## config.mk

```make
export PLATFORM = sky130hd
export DESIGN_NAME = mem_access_unit
export DESIGN_NICKNAME = d
export VERILOG_FILES = /design/src/rtl/mips_mem_pkg.sv /design/src/rtl/lsu_lane_align.sv /design/src/rtl/mem_access_unit.sv
export SDC_FILE = /design/constraint.sdc
export NUM_CORES = 1
export LEC_CHECK = 0
export CAP_MARGIN = 20
export CORE_MARGIN = 2
export CORE_UTILIZATION = 59
export DETAILED_ROUTE_END_ITERATION = 6
export DONT_BUFFER_PORTS = 1
export PLACE_DENSITY_LB_ADDON = 0.2
export SETUP_SLACK_MARGIN = 0.1
export SLEW_MARGIN = 20
export SYNTH_ARGS = -nofsm -noshare
export SYNTH_HDL_FRONTEND = slang
export SYNTH_SLANG_ARGS = --single-unit
export TNS_END_PERCENT = 5
```

## constraint.sdc

```tcl
create_clock -name clk -period 6.1 [get_ports clk]
set_clock_uncertainty 0.15 [all_clocks]
set_input_delay 0.61 -clock clk [delete_from_list [all_inputs] [get_ports clk]]
set_output_delay 0.61 -clock clk [all_outputs]
set_load 0.01 [all_outputs]
```

## src/rtl/mips_mem_pkg.sv

```systemverilog
// Shared encodings for the MEM-stage data-memory access unit.
package mips_mem_pkg;

  localparam logic [1:0] SZ_BYTE = 2'b00;
  localparam logic [1:0] SZ_HALF = 2'b01;
  localparam logic [1:0] SZ_WORD = 2'b10;

  localparam logic [1:0] ERR_OK      = 2'b00;
  localparam logic [1:0] ERR_ALIGN   = 2'b01;
  localparam logic [1:0] ERR_TIMEOUT = 2'b10;

  typedef enum logic [1:0] {IDLE, BUSY, RESP} state_e;

  // Illegal size counts as misaligned so both share one error path.
  function automatic logic is_misaligned(input logic [1:0] size, input logic [1:0] off);
    logic bad;
    bad = 1'b1;
    case (size)
      SZ_BYTE: bad = 1'b0;
      SZ_HALF: bad = off[0];
      SZ_WORD: bad = (off != 2'b00);
      default: bad = 1'b1;
    endcase
    return bad;
  endfunction

endpackage

```

## src/rtl/lsu_lane_align.sv

```systemverilog
// Byte-enable generation, store lane replication and load extraction for a
// big-endian word (offset 0 = bits 31:24).
module lsu_lane_align
  import mips_mem_pkg::*;
(
  input  logic [1:0]  size,
  input  logic [1:0]  offset,
  input  logic        is_unsigned,
  input  logic [31:0] wdata,
  input  logic [31:0] rdata,
  output logic [3:0]  be,
  output logic [31:0] wdata_rep,
  output logic [31:0] rdata_ext
);

  logic [31:0] shifted;
  logic [7:0]  byte_v;
  logic [15:0] half_v;

  always_comb begin
    // Bring the addressed byte down to bits 7:0: shift by (3 - offset) * 8.
    shifted   = rdata >> {~offset, 3'b000};
    byte_v    = shifted[7:0];
    half_v    = offset[1] ? rdata[15:0] : rdata[31:16];
    be        = 4'b0000;
    wdata_rep = 32'h0;
    rdata_ext = 32'h0;
    case (size)
      SZ_BYTE: begin
        be        = 4'b1000 >> offset;
        wdata_rep = {4{wdata[7:0]}};
        rdata_ext = {{24{~is_unsigned & byte_v[7]}}, byte_v};
      end
      SZ_HALF: begin
        be        = offset[1] ? 4'b0011 : 4'b1100;
        wdata_rep = {2{wdata[15:0]}};
        rdata_ext = {{16{~is_unsigned & half_v[15]}}, half_v};
      end
      SZ_WORD: begin
        be        = 4'b1111;
        wdata_rep = wdata;
        rdata_ext = rdata;
      end
      default: ;
    endcase
  end

endmodule

```

## src/rtl/mem_access_unit.sv

```systemverilog
// MEM-stage initiator: turns pipeline load/store requests into byte-enabled
// word transactions with a bounded wait for mem_ack.
module mem_access_unit
  import mips_mem_pkg::*;
#(
  parameter int unsigned TIMEOUT = 15,
  parameter int unsigned ADDR_W  = 32
) (
  input  logic              clk,
  input  logic              rst,
  input  logic              cpu_valid,
  output logic              cpu_ready,
  input  logic              cpu_we,
  input  logic [1:0]        cpu_size,
  input  logic              cpu_unsigned,
  input  logic [ADDR_W-1:0] cpu_addr,
  input  logic [31:0]       cpu_wdata,
  output logic              cpu_rvalid,
  output logic [31:0]       cpu_rdata,
  output logic [1:0]        cpu_err,
  output logic              mem_req,
  output logic              mem_we,
  output logic [ADDR_W-1:0] mem_addr,
  output logic [3:0]        mem_be,
  output logic [31:0]       mem_wdata,
  input  logic              mem_ack,
  input  logic [31:0]       mem_rdata
);

  localparam logic [7:0] CntLast = 8'(TIMEOUT - 1);

  state_e            state_q, state_d;
  logic              ready_q, ready_d;
  logic              rvalid_q, rvalid_d;
  logic [31:0]       rdata_q, rdata_d;
  logic [1:0]        err_q, err_d;
  logic              req_q, req_d;
  logic              mwe_q, mwe_d;
  logic [ADDR_W-1:0] maddr_q, maddr_d;
  logic [3:0]        be_q, be_d;
  logic [31:0]       mwdata_q, mwdata_d;
  logic [7:0]        cnt_q, cnt_d;
  logic              rq_we_q, rq_we_d;
  logic [1:0]        rq_size_q, rq_size_d;
  logic              rq_uns_q, rq_uns_d;
  logic [1:0]        rq_off_q, rq_off_d;

  logic              accept;
  logic [1:0]        al_size, al_off;
  logic              al_uns;
  logic [3:0]        al_be;
  logic [31:0]       al_wdata, al_rdata;

  assign accept = cpu_valid & ready_q;

  // In IDLE the aligner sees the incoming request, otherwise the latched one.
  assign al_size = (state_q == IDLE) ? cpu_size : rq_size_q;
  assign al_off  = (state_q == IDLE) ? cpu_addr[1:0] : rq_off_q;
  assign al_uns  = (state_q == IDLE) ? cpu_unsigned : rq_uns_q;

  lsu_lane_align u_align (
    .size       (al_size),
    .offset     (al_off),
    .is_unsigned(al_uns),
    .wdata      (cpu_wdata),
    .rdata      (mem_rdata),
    .be         (al_be),
    .wdata_rep  (al_wdata),
    .rdata_ext  (al_rdata)
  );

  always_comb begin
    state_d   = state_q;
    rvalid_d  = 1'b0;
    rdata_d   = rdata_q;
    err_d     = err_q;
    req_d     = req_q;
    mwe_d     = mwe_q;
    maddr_d   = maddr_q;
    be_d      = be_q;
    mwdata_d  = mwdata_q;
    cnt_d     = cnt_q;
    rq_we_d   = rq_we_q;
    rq_size_d = rq_size_q;
    rq_uns_d  = rq_uns_q;
    rq_off_d  = rq_off_q;
    case (state_q)
      IDLE: begin
        if (accept) begin
          rq_we_d   = cpu_we;
          rq_size_d = cpu_size;
          rq_uns_d  = cpu_unsigned;
          rq_off_d  = cpu_addr[1:0];
          if (is_misaligned(cpu_size, cpu_addr[1:0])) begin
            state_d  = RESP;
            rvalid_d = 1'b1;
            err_d    = ERR_ALIGN;
            rdata_d  = 32'h0;
          end else begin
            state_d  = BUSY;
            req_d    = 1'b1;
            mwe_d    = cpu_we;
            maddr_d  = {cpu_addr[ADDR_W-1:2], 2'b00};
            be_d     = al_be;
            mwdata_d = al_wdata;
            cnt_d    = 8'h0;
          end
        end
      end
      BUSY: begin
        if (mem_ack) begin
          state_d  = RESP;
          req_d    = 1'b0;
          mwe_d    = 1'b0;
          rvalid_d = 1'b1;
          err_d    = ERR_OK;
          rdata_d  = rq_we_q ? 32'h0 : al_rdata;
        end else if (cnt_q == CntLast) begin
          state_d  = RESP;
          req_d    = 1'b0;
          mwe_d    = 1'b0;
          rvalid_d = 1'b1;
          err_d    = ERR_TIMEOUT;
          rdata_d  = 32'h0;
        end else begin
          cnt_d = cnt_q + 8'h1;
        end
      end
      RESP:    state_d = IDLE;
      default: state_d = IDLE;
    endcase
    ready_d = (state_d == IDLE);
  end

  always_ff @(posedge clk or negedge rst) begin
    if (!rst) begin
      state_q   <= IDLE;
      ready_q   <= 1'b0;
      rvalid_q  <= 1'b0;
      rdata_q   <= 32'h0;
      err_q     <= ERR_OK;
      req_q     <= 1'b0;
      mwe_q     <= 1'b0;
      maddr_q   <= '0;
      be_q      <= 4'h0;
      mwdata_q  <= 32'h0;
      cnt_q     <= 8'h0;
      rq_we_q   <= 1'b0;
      rq_size_q <= SZ_BYTE;
      rq_uns_q  <= 1'b0;
      rq_off_q  <= 2'b00;
    end else begin
      state_q   <= state_d;
      ready_q   <= ready_d;
      rvalid_q  <= rvalid_d;
      rdata_q   <= rdata_d;
      err_q     <= err_d;
      req_q     <= req_d;
      mwe_q     <= mwe_d;
      maddr_q   <= maddr_d;
      be_q      <= be_d;
      mwdata_q  <= mwdata_d;
      cnt_q     <= cnt_d;
      rq_we_q   <= rq_we_d;
      rq_size_q <= rq_size_d;
      rq_uns_q  <= rq_uns_d;
      rq_off_q  <= rq_off_d;
    end
  end

  assign cpu_ready  = ready_q;
  assign cpu_rvalid = rvalid_q;
  assign cpu_rdata  = rdata_q;
  assign cpu_err    = err_q;
  assign mem_req    = req_q;
  assign mem_we     = mwe_q;
  assign mem_addr   = maddr_q;
  assign mem_be     = be_q;
  assign mem_wdata  = mwdata_q;

endmodule
```

# Yosys cells after proc, flatten, opt, wreduce, memory -nomap -nowiden
# Index checks and enable logic that the tools add are counted.
[totals] regBits=120
[op_classes] n_eq_ne=12 n_bitwise=6 addsub=1 n_reduce_logical=11 n_shift=2 n_mux=45
[op_table] operator="one-hot mux 32 bit (3 select lines)" n=2
[op_table] operator="two-way mux 32 bit" n=5
[op_table] operator="one-hot mux 32 bit (2 select lines)" n=1
[op_table] operator="two-way mux 8 bit" n=4
[op_table] operator=">> shifter 32 x 5 -> 8 bit" n=1
[op_table] operator="two-way mux 2 bit" n=10
[op_table] operator="two-way mux 16 bit" n=1
[op_table] operator="one-hot mux 8 bit (2 select lines)" n=1
[op_table] operator="two-way mux 1 bit" n=13
[op_table] operator="one-hot mux 4 bit (3 select lines)" n=1
[op_table] operator="adder 8 x 1 -> 8 bit, second input constant" n=1
[op_table] operator="== test 8 x 4 -> 1 bit, second input constant" n=1
[op_table] operator="logical NOT 2 bit" n=4
[op_table] operator="!= test 2 bit, second input constant" n=4
[op_table] operator="one-hot mux 2 bit (2 select lines)" n=2
[op_table] operator="AND reduction 4 bit" n=2
[op_table] operator="== test 2 x 1 -> 1 bit, second input constant" n=3
[op_table] operator="one-hot mux 1 bit (2 select lines)" n=3
[op_table] operator="AND reduction 5 bit" n=1
[op_table] operator="== test 2 bit, second input constant" n=2
[op_table] operator="two-way mux 4 bit" n=1
[op_table] operator="nonzero test 2 bit" n=2
[op_table] operator=">> shifter 4 x 2 -> 4 bit, first input constant" n=1
[op_table] operator="bitwise AND 1 bit" n=3
[op_table] operator="other kinds (7)" n=8

# Logic depth before layout (Yosys ltp)
# Gate-level depths: netlist of run 1.
[logic_depth] ltp_word=9 ltp_mapped=9 depth_no_buf=7

# Modules after synthesis
# A second synthesis of run 1 with hierarchy kept.
[hier_totals] hier_cells=480 hier_area_um2=5860.6
[by_module_without_submodules] mod="mem_access_unit" cells_each=310 area_per_inst_um2=4760.8 instances=1 seq_area_each_um2=3002.9
[by_module_without_submodules] mod="lsu_lane_align" cells_each=170 area_per_inst_um2=1099.8 instances=1 seq_area_each_um2=0.0

# Least setup slack after synthesis of run 1
# Ideal clock, no wire load.
[synth_path] path_kind="input port to flip-flop" from="input cpu_size[1]" to="register rdata_q[7] (netlist: cpu_rdata[7])" cell_stages=6 n_path_buf=1 slack_ns=3.859 t_arrival_ns=2.024 setup_time_ns=0.066 required_ns=5.884 cell_sequence="or4b_1 o32ai_2 and2_1 buf_2 a32o_1 a221o_1"
[synth_between] elab_chain_cells=6 elab_cells_between_ends=16 classes_between="eq/ne: 5; mux: 8; reduce/logical: 3"
[synth_lines] item="start, declared" line_no="mem_access_unit.sv:14" source="input logic [1:0] cpu_size,"
[synth_lines] item="== test 2 bit (tied with other cells)" line_no="mips_mem_pkg.sv:18" source="case (size)"
[synth_lines] item="one-hot mux 1 bit (3 select lines) (tied with other cells)" line_no="mips_mem_pkg.sv:18"
[synth_lines] item="two-way mux 1 bit / one-hot mux 32 bit (3 select lines) (equally long branches)" line_no="mem_access_unit.sv:89, lsu_lane_align.sv:28"
[synth_lines] item="two-way mux 1 bit / two-way mux 32 bit (equally long branches)" line_no="mem_access_unit.sv:87, mem_access_unit.sv:117"
[synth_lines] item="!= test 2 x 1 -> 1 bit (no source line) / two-way mux 32 bit (equally long branches)"
[synth_lines] item="AND reduction 4 bit (no source line) / one-hot mux 32 bit (2 select lines) (equally long branches)"
[synth_lines] item="end signal, assigned" line_no="mem_access_unit.sv:156" source="rdata_q <= rdata_d;"
[synth_lines] item="end, declared" line_no="mem_access_unit.sv:35" source="logic [31:0] rdata_q, rdata_d;"
# Several ways; a longest one is shown, not always the timed one. The select of a mux whose other input is x is not followed.
# A chain may end at the register's enable or synchronous reset.

# Final worst setup path of run 1
[layout_path] from="register state_q[1]" to="register rdata_q[4] (netlist: cpu_rdata[4])"
[layout_between] elab_chain_cells=8 elab_cells_between_ends=19 classes_between="eq/ne: 6; shift: 1; mux: 7; bitwise: 1; reduce/logical: 4"
[layout_lines] item="start, declared" line_no="mem_access_unit.sv:32" source="state_e state_q, state_d;"
[layout_lines] item="start signal, assigned" line_no="mem_access_unit.sv:153" source="state_q <= state_d;"
[layout_lines] item="logical NOT 2 bit" line_no="mem_access_unit.sv:57, mem_access_unit.sv:58, mem_access_unit.sv:87"
[layout_lines] item="two-way mux 2 bit" line_no="mem_access_unit.sv:58" source="assign al_off = (state_q == IDLE) ? cpu_addr[1:0] : rq_off_q;"
[layout_lines] item="NOT 2 bit" line_no="lsu_lane_align.sv:22" source="shifted = rdata >> {~offset, 3'b000};"
[layout_lines] item=">> shifter 32 x 5 -> 8 bit" line_no="lsu_lane_align.sv:22"
[layout_lines] item="one-hot mux 32 bit (3 select lines)" line_no="lsu_lane_align.sv:28" source="case (size)"
[layout_lines] item="two-way mux 32 bit" line_no="mem_access_unit.sv:117" source="rdata_d = rq_we_q ? 32'h0 : al_rdata;"
[layout_lines] item="two-way mux 32 bit" line_no="mem_access_unit.sv:111" source="if (mem_ack) begin"
[layout_lines] item="one-hot mux 32 bit (2 select lines)" line_no="mem_access_unit.sv:87" source="case (state_q)"
# Several ways; a longest one is shown, not always the timed one.

==> results.json, run 1 <==
{
  "setup_tns_ns": 0,
  "start_util_pct": 60.79,
  "area_growth_syn_to_layout_pct": 12.45,
  "syn_avg_cell_area_um2": 10.07,
  "ios": 210,
  "max_freq_ghz": 0.3617,
  "ant_nets": 0,
  "path_class": "flop to flop",
  "synth_commonest_cells": "146 x nand2_1, 120 x dfrtp_1, 46 x nor2_1",
  "cts-root-buf": "clkbuf_8",
  "syn_area_um2": 5617,
  "cts.repair.resized": 0,
  "yosys-top-cells-area": "dfrtp_1 53%, nand2_1 9.8%, a221o_1 4.3%",
  "clock_sinks": 120,
  "slowest_stage": "or4b_1",
  "drv_slew": 0,
  "busiest_layer": "met2",
  "diodes": 0,
  "vias_per_cell": 6.229,
  "critPathBufInv": 0,
  "ys_seq_elements": 120,
  "wl_mm": 14.61,
  "grt_usage_pct": 28.20,
  "route.vias.total": 4317,
  "p_comb_share_pct": 25.4,
  "ctsHtreeMaxLevel": 4,
  "die_h_um": 101.6,
  "finalWorstSetupSlack_ns": 3.335,
  "yosys_warnings": 0,
  "leakagePower_nw": 3.052,
  "remaining_drc_errors": 0,
  "finalSetupViolCount": 0,
  "drt_iter0_drc": 212,
  "use_met3_pct": 10.28,
  "arrival_ns": 3.06,
  "cp-end-kind": "flop",
  "ys_seq_area_share_pct": 53.46,
  "slowest_delay_ns": 0.56,
  "hp-class": "input pin to flop",
  "grt_pass1_vias": 4266,
  "die_area_um2": 10320,
  "drive_above_1_share_pct": 9.929,
  "ir_drop_mv": 0.2839,
  "grt_first_pass_wirelength_mm": 22.26,
  "startpoint_type": "flop",
  "period_share_pct": 45.33,
  "netlist-cell-type-count": 61,
  "finalPower_w": 0.003462,
  "grt-ovfl-total": 0,
  "insertion_delay_ns": 0.51,
  "place_hpwl_mm": 9.854,
  "grt_use_met2_pct": 44.28,
  "async_flop_share_pct": 100.0,
  "pwr-share-seq_pct": 45.3,
  "yosysMostFrequentCell": "nand2_1",
  "switchingPower_w": 0.001332,
  "syn_inst": 558,
  "path_delay_family": "compound AO/OA/AOI/OAI gates",
  "swShare_pct": 38.48,
  "dr.pass1.iters": 5,
  "worst-slew-pin-transition_ns": 0.9028,
  "layout_min_cycle_time_ns": 2.765,
  "cp.required_ns": 6.39,
  "coreArea_um2": 9240,
  "grt_max_degree": 121,
  "synth_flop_cell": "dfrtp_1",
  "yosysTopAreaCell": "dfrtp_1",
  "port_buffers": 0,
  "clkTransAtPathRegs_ns": 0.06,
  "p_per_area_nw_per_um2": 548.2,
  "cap_violations": 0,
  "die_x_um": 101.6,
  "slew_headroom_pct": 38.97,
  "synth_top_area_share_pct": 53.46,
  "antenna_found_initial": 0,
  "p_int_w": 0.002130,
  "synth-edff-count": 0,
  "place_ws_ns": 3.398,
  "hold_viol": 0,
  "crit_chain": "or4b_1, o21ai_1, a21o_1, a22o_1, a221o_1",
  "cp_max_fo": 18,
  "fp-row-count": 35,
  "regToRegSetupSlack_ns": 3.33,
  "grt_setup_unrepaired": "no",
  "cts_buffers": 17,
  "finalNetCount": 657,
  "status": "complete, no violations",
  "clockBufferDepth": 2,
  "wl_per_cell_um": 21.08,
  "clkPwrFrac_pct": 29.3,
  "cts_tree": "done",
  "place.gp.congestion": 0.9131,
  "grt_util_met1_pct": 35.53
}
what timing repair did:
item / 4_1_cts / 5_1_grt
endpoints found under the hold margin: 120 / 0
hold buffers: 2 / 0
setup buffers: 0 / 0
worst paths after layout:
check / cells past startpoint / end / start
max in group asynchronous: 2 / cnt_q[3] / rst
max: 5 / cpu_rdata[4] / state_q[1]
max reg2reg: 5 / cpu_rdata[4] / state_q[1]
min: 2 / mem_addr[6] / cpu_addr[6]
min in group asynchronous: 2 / cpu_rdata[26] / rst
min reg2reg: 2 / rq_we_q / rq_we_q
kinds of logic (layout without fill, tap and decap cells):
| family | count (synthesis) | in the layout | synth area share, % |
|---|---|---|---|
| AO/OA/AOI/OAI | 131 | 131 | 19.60 |
| XOR/XNOR | 5 | 5 | 0.7796 |
| adder cells (fa/ha/maj) | 2 | 2 | 0.4455 |
| buffers and inverters | 47 | 52 | 4.232 |
| flip-flops | 120 | 120 | 53.46 |
| multiplexers | 22 | 22 | 4.010 |
| other | 1 | 2 | 0.06677 |
| AND/OR/NAND/NOR | 230 | 230 | 17.40 |
power groups by stage:
stage	Clock [W]	Sequential (W)	Combinational, W
6_report	0.00101	0.00157	0.000881
5_1_grt	0.00107	0.00161	0.000986
4_1_cts	0.00103	0.00157	0.000883
3_5_place_dp	0	0.00158	0.000858
3_3_place_gp	0	0.00157	0.000821
2_1_floorplan	0	0.00147	0.000734
registers in the layout, summed over array words and instances (netlist names):
name	cells
rq_we_q	1
mem_addr	30
cnt_q	8
cpu_err	2
cpu_ready	1
mem_wdata	32
mem_req	1
cpu_rdata	32
rq_off_q	2
rq_size_q	2
cpu_rvalid	1
rq_uns_q	1
mem_be	4
state_q	2
mem_we	1
placed cells by master, fill, tap and decap left out, types with 4 or more instances in the layout:
| cell | Yosys | final |
|---|---|---|
| dfrtp_1 | 120 | 120 |
| nand3_1 | 4 | 4 |
| a2bb2oi_1 | 8 | 8 |
| a221oi_1 | 16 | 16 |
| nor2_1 | 46 | 45 |
| nand2_1 | 146 | 146 |
| a22o_1 | 9 | 9 |
| a211o_1 | 8 | 8 |
| buf_4 | 3 | 8 |
| mux2i_1 | 20 | 20 |
| o21ai_1 | 5 | 4 |
| nor3_1 | 7 | 7 |
| o21ai_0 | 16 | 16 |
| clkbuf_16 | 0 | 16 |
| a32o_1 | 9 | 9 |
| a221o_1 | 24 | 24 |
| o22ai_1 | 5 | 5 |
| xnor2_1 | 4 | 4 |
| and2_1 | 4 | 4 |
| a21oi_1 | 8 | 8 |
| a21o_1 | 4 | 4 |
| inv_1 | 10 | 10 |
| o21a_1 | 5 | 5 |
| inv_6 | 0 | 5 |
layout make-up:
| class | count | area [um2] |
|---|---|---|
| Clock buffer | 17 | 414.1 |
| Clock inverter | 15 | 188.9 |
| Fill cell | 705 | 2924 |
| Inverter | 10 | 37.54 |
| Multi-Input combinational cell | 392 | 2414 |
| Sequential cell | 120 | 3003 |
| Tap cell | 129 | 161.4 |
| Timing Repair Buffer | 10 | 97.59 |
routing by layer:
layer	vias to the layer above	routed length, um
li1	1982	-
met1	2076	5564
met2	237	7218
met3	22	1627
met4	0	199
met5	-	0
metrics by stage:
stage | std cells | hold WS (ns) | utilization (%) | instance area (um2)
2_1_floorplan | 559 | 0.1644 | - | 5620
3_3_place_gp | 659 | 0.1666 | 61.42 | 5675
3_5_place_dp | 659 | 0.1667 | 61.42 | 5675
4_1_cts | 693 | 0.02995 | 68.35 | 6316
5_1_grt | 693 | 0.02699 | 68.35 | 6316
6_report | 693 | 0.04735 | 68.35 | 6316
Note: power is estimated with default switching activity, not from simulation.
==> inputs of run 2 (changes only) <==
--- a/config.mk
+++ b/config.mk
@@ -7,7 +7,7 @@
 export LEC_CHECK = 0
 export CAP_MARGIN = 20
 export CORE_MARGIN = 2
-export CORE_UTILIZATION = 59
+export CORE_UTILIZATION = 57
 export DETAILED_ROUTE_END_ITERATION = 6
 export DONT_BUFFER_PORTS = 1
 export PLACE_DENSITY_LB_ADDON = 0.2
==> constraint.sdc (replaced) <==
create_clock -name clk -period 2.28 [get_ports clk]
set_clock_uncertainty 0.15 [all_clocks]
set_input_delay 0.228 -clock clk [delete_from_list [all_inputs] [get_ports clk]]
set_output_delay 0.228 -clock clk [all_outputs]
set_load 0.01 [all_outputs]
==> run 2 against run 1 <==
Compared with the run above: critical path type unchanged; sequential power rose to 2.7 times the previous value; via count up 19%; the run now ends with negative hold slack left; utilization up 13 points; largest power group unchanged; highest routed layer unchanged.
==> results.json, run 2 (synthesis results as in run 1) <==
{
  "vias_per_cell": 6.158,
  "port_buffers": 0,
  "area_growth_syn_to_layout_pct": 39.81,
  "swShare_pct": 38.06,
  "die_x_um": 103.3,
  "layout_min_cycle_time_ns": 2.276,
  "worst-slew-pin-transition_ns": 0.5376,
  "final_cell_count_no_fill": 835,
  "cp.required_ns": 2.52,
  "cts_tree": "done",
  "route.vias.total": 5142,
  "hold_viol": 121,
  "leakagePower_nw": 3.703,
  "place.gp.congestion": 0.9258,
  "fp-row-count": 36,
  "status": "finished with violations",
  "grt_setup_unrepaired": "yes",
  "grt_pass1_vias": 5049,
  "ir_drop_mv": 0.7508,
  "worst_hold_slack_ns": -0.7520,
  "drt_iter0_drc": 340,
  "coreArea_um2": 9684,
  "finalNetCount": 795,
  "finalWorstSetupSlack_ns": 0.004130,
  "hp-class": "input pin to asynchronous set/reset pin",
  "violations": "negative hold slack",
  "grt_max_degree": 121,
  "clkPwrFrac_pct": 26.9,
  "slowest_stage": "dfrtp_2",
  "grt_first_pass_wirelength_mm": 25.81,
  "mostFrequentLayoutCells": "146 x nand2_1, 118 x dfrtp_1, 106 x dlygate4sd3_1, 44 x nor2_1, 32 x buf_4",
  "finalSetupViolCount": 0,
  "wl_mm": 17.83,
  "drv_slew": 0,
  "diodes": 0,
  "clock_sinks": 120,
  "ant_nets": 0,
  "cts-root-buf": "clkbuf_8",
  "path_class": "flop to flop",
  "slowest_delay_ns": 0.43,
  "antenna_found_initial": 0,
  "cp_max_fo": 18,
  "cp-end-kind": "flop",
  "slew_headroom_pct": 63.89,
  "ctsHtreeMaxLevel": 4,
  "max_freq_ghz": 0.4394,
  "place_hpwl_mm": 9.858,
  "grt_usage_pct": 32.16,
  "cap_violations": 0,
  "regToRegSetupSlack_ns": 0.004,
  "period_share_pct": 99.82,
  "die_area_um2": 10660,
  "p_int_w": 0.006291,
  "remaining_drc_errors": 0,
  "timing.rr.end": "cpu_rdata[2]",
  "insertion_delay_ns": 0.52,
  "p_comb_share_pct": 31.5,
  "r2r_start": "state_q[1]",
  "place_ws_ns": -0.03049,
  "pwr-share-seq_pct": 41.6,
  "arrival_ns": 2.52,
  "clockBufferDepth": 2,
  "final_common_cell": "nand2_1",
  "holdBufCountCts": 106,
  "startpoint_type": "flop",
  "cts_buffers": 17,
  "ios": 210,
  "placed_cells": 684,
  "grt-ovfl-total": 0,
  "clkTransAtPathRegs_ns": 0.06,
  "switchingPower_w": 0.003866,
  "crit_chain": "buf_4, o21a_4, or2_4, a21o_1, buf_12, a22o_1, a221o_1",
  "start_util_pct": 58.00,
  "dr.pass1.iters": 5,
  "r2r_cells": 7,
  "drive_above_1_share_pct": 14.96,
  "die_h_um": 103.3,
  "p_per_area_nw_per_um2": 1293,
  "wl_per_cell_um": 21.35
}
## run 2: changes by cell type in the layout (fill, tap and decap cells not counted), moves of 3 or more
cell | previous run | this run
buf_12 | 0 | 8
buf_4 | 8 | 32
clkinvlp_4 | 1 | 4
dlygate4sd3_1 | 1 | 106
o21a_1 | 5 | 2
o21a_4 | 0 | 3
## run 2: area by class of cell
cell class / instances / area (um2)
clock buffer: 19 / 441.7
clock inverter: 13 / 168.9
fill: 563 / 1832
inverter: 10 / 37.54
multi-input combinational: 392 / 2535
sequential: 120 / 3005
tap: 133 / 166.4
timing repair buffer: 148 / 1498
## run 2: power by group through the flow
stage                     clock network, W  logic, W  registers [W]
after CTS                          0.00274   0.00282        0.00418
after global placement                   0   0.00246        0.00418
after detailed placement                 0   0.00257        0.00419
final                              0.00273   0.00320        0.00423
after floorplan                          0   0.00196        0.00394
after global routing               0.00287   0.00348        0.00432
## run 2: through the flow
step	total power (W)	area, um2	TNS, ns	hold WS (ns)	utilization [%]
6_report	0.01016	7853	0	-0.7520	81.09
5_1_grt	0.01067	7853	-0.1329	-0.7715	81.09
4_1_cts	0.009736	7630	0	-0.7674	78.79
3_5_place_dp	0.006759	5913	-0.07276	-0.2147	61.06
3_3_place_gp	0.006647	5913	0	-0.2148	61.06
2_1_floorplan	0.005904	5620	0	-0.2176	-
## run 2: how the worst max path moves through the flow
stage / start / slack (ns) / cells past startpoint / to
after CTS: state_q[1] / 0.1 / 7 / mem_wdata[8]
after floorplan: state_q[0] / 0.12 / 8 / cpu_rdata[8]
final: state_q[1] / 0.004 / 7 / cpu_rdata[2]
after global routing: state_q[1] / -0.03 / 7 / mem_wdata[10]
after global placement: state_q[0] / 0.08 / 6 / cpu_rdata[19]
after detailed placement: state_q[0] / -0.03 / 6 / cpu_rdata[20]
## run 2: critical path, delay by kind of cell, from the launching register on
kind	cells	cell delay [ns]
AO/OA/AOI/OAI	4	0.97
flip-flops	1	0.43
buffers and inverters	2	0.31
AND/OR/NAND/NOR	1	0.26
## run 2: repair_timing
item | in CTS | in global routing
cloned | 0 | 1
pin swaps | 4 | 3
endpoints found under the hold margin | 228 | 120
setup endpoints to repair | 40 | 55
setup buffers | 3 | 9
gates resized for setup | 4 | 21
## run 2: layer usage
metal,up-vias,share of wire (%),global-route usage [%]
met5,-,0,0
met4,0,2.7,13.06
met3,57,9.0,9.677
met2,305,51,52.85
met1,2515,37,39.93
li1,2265,-,-
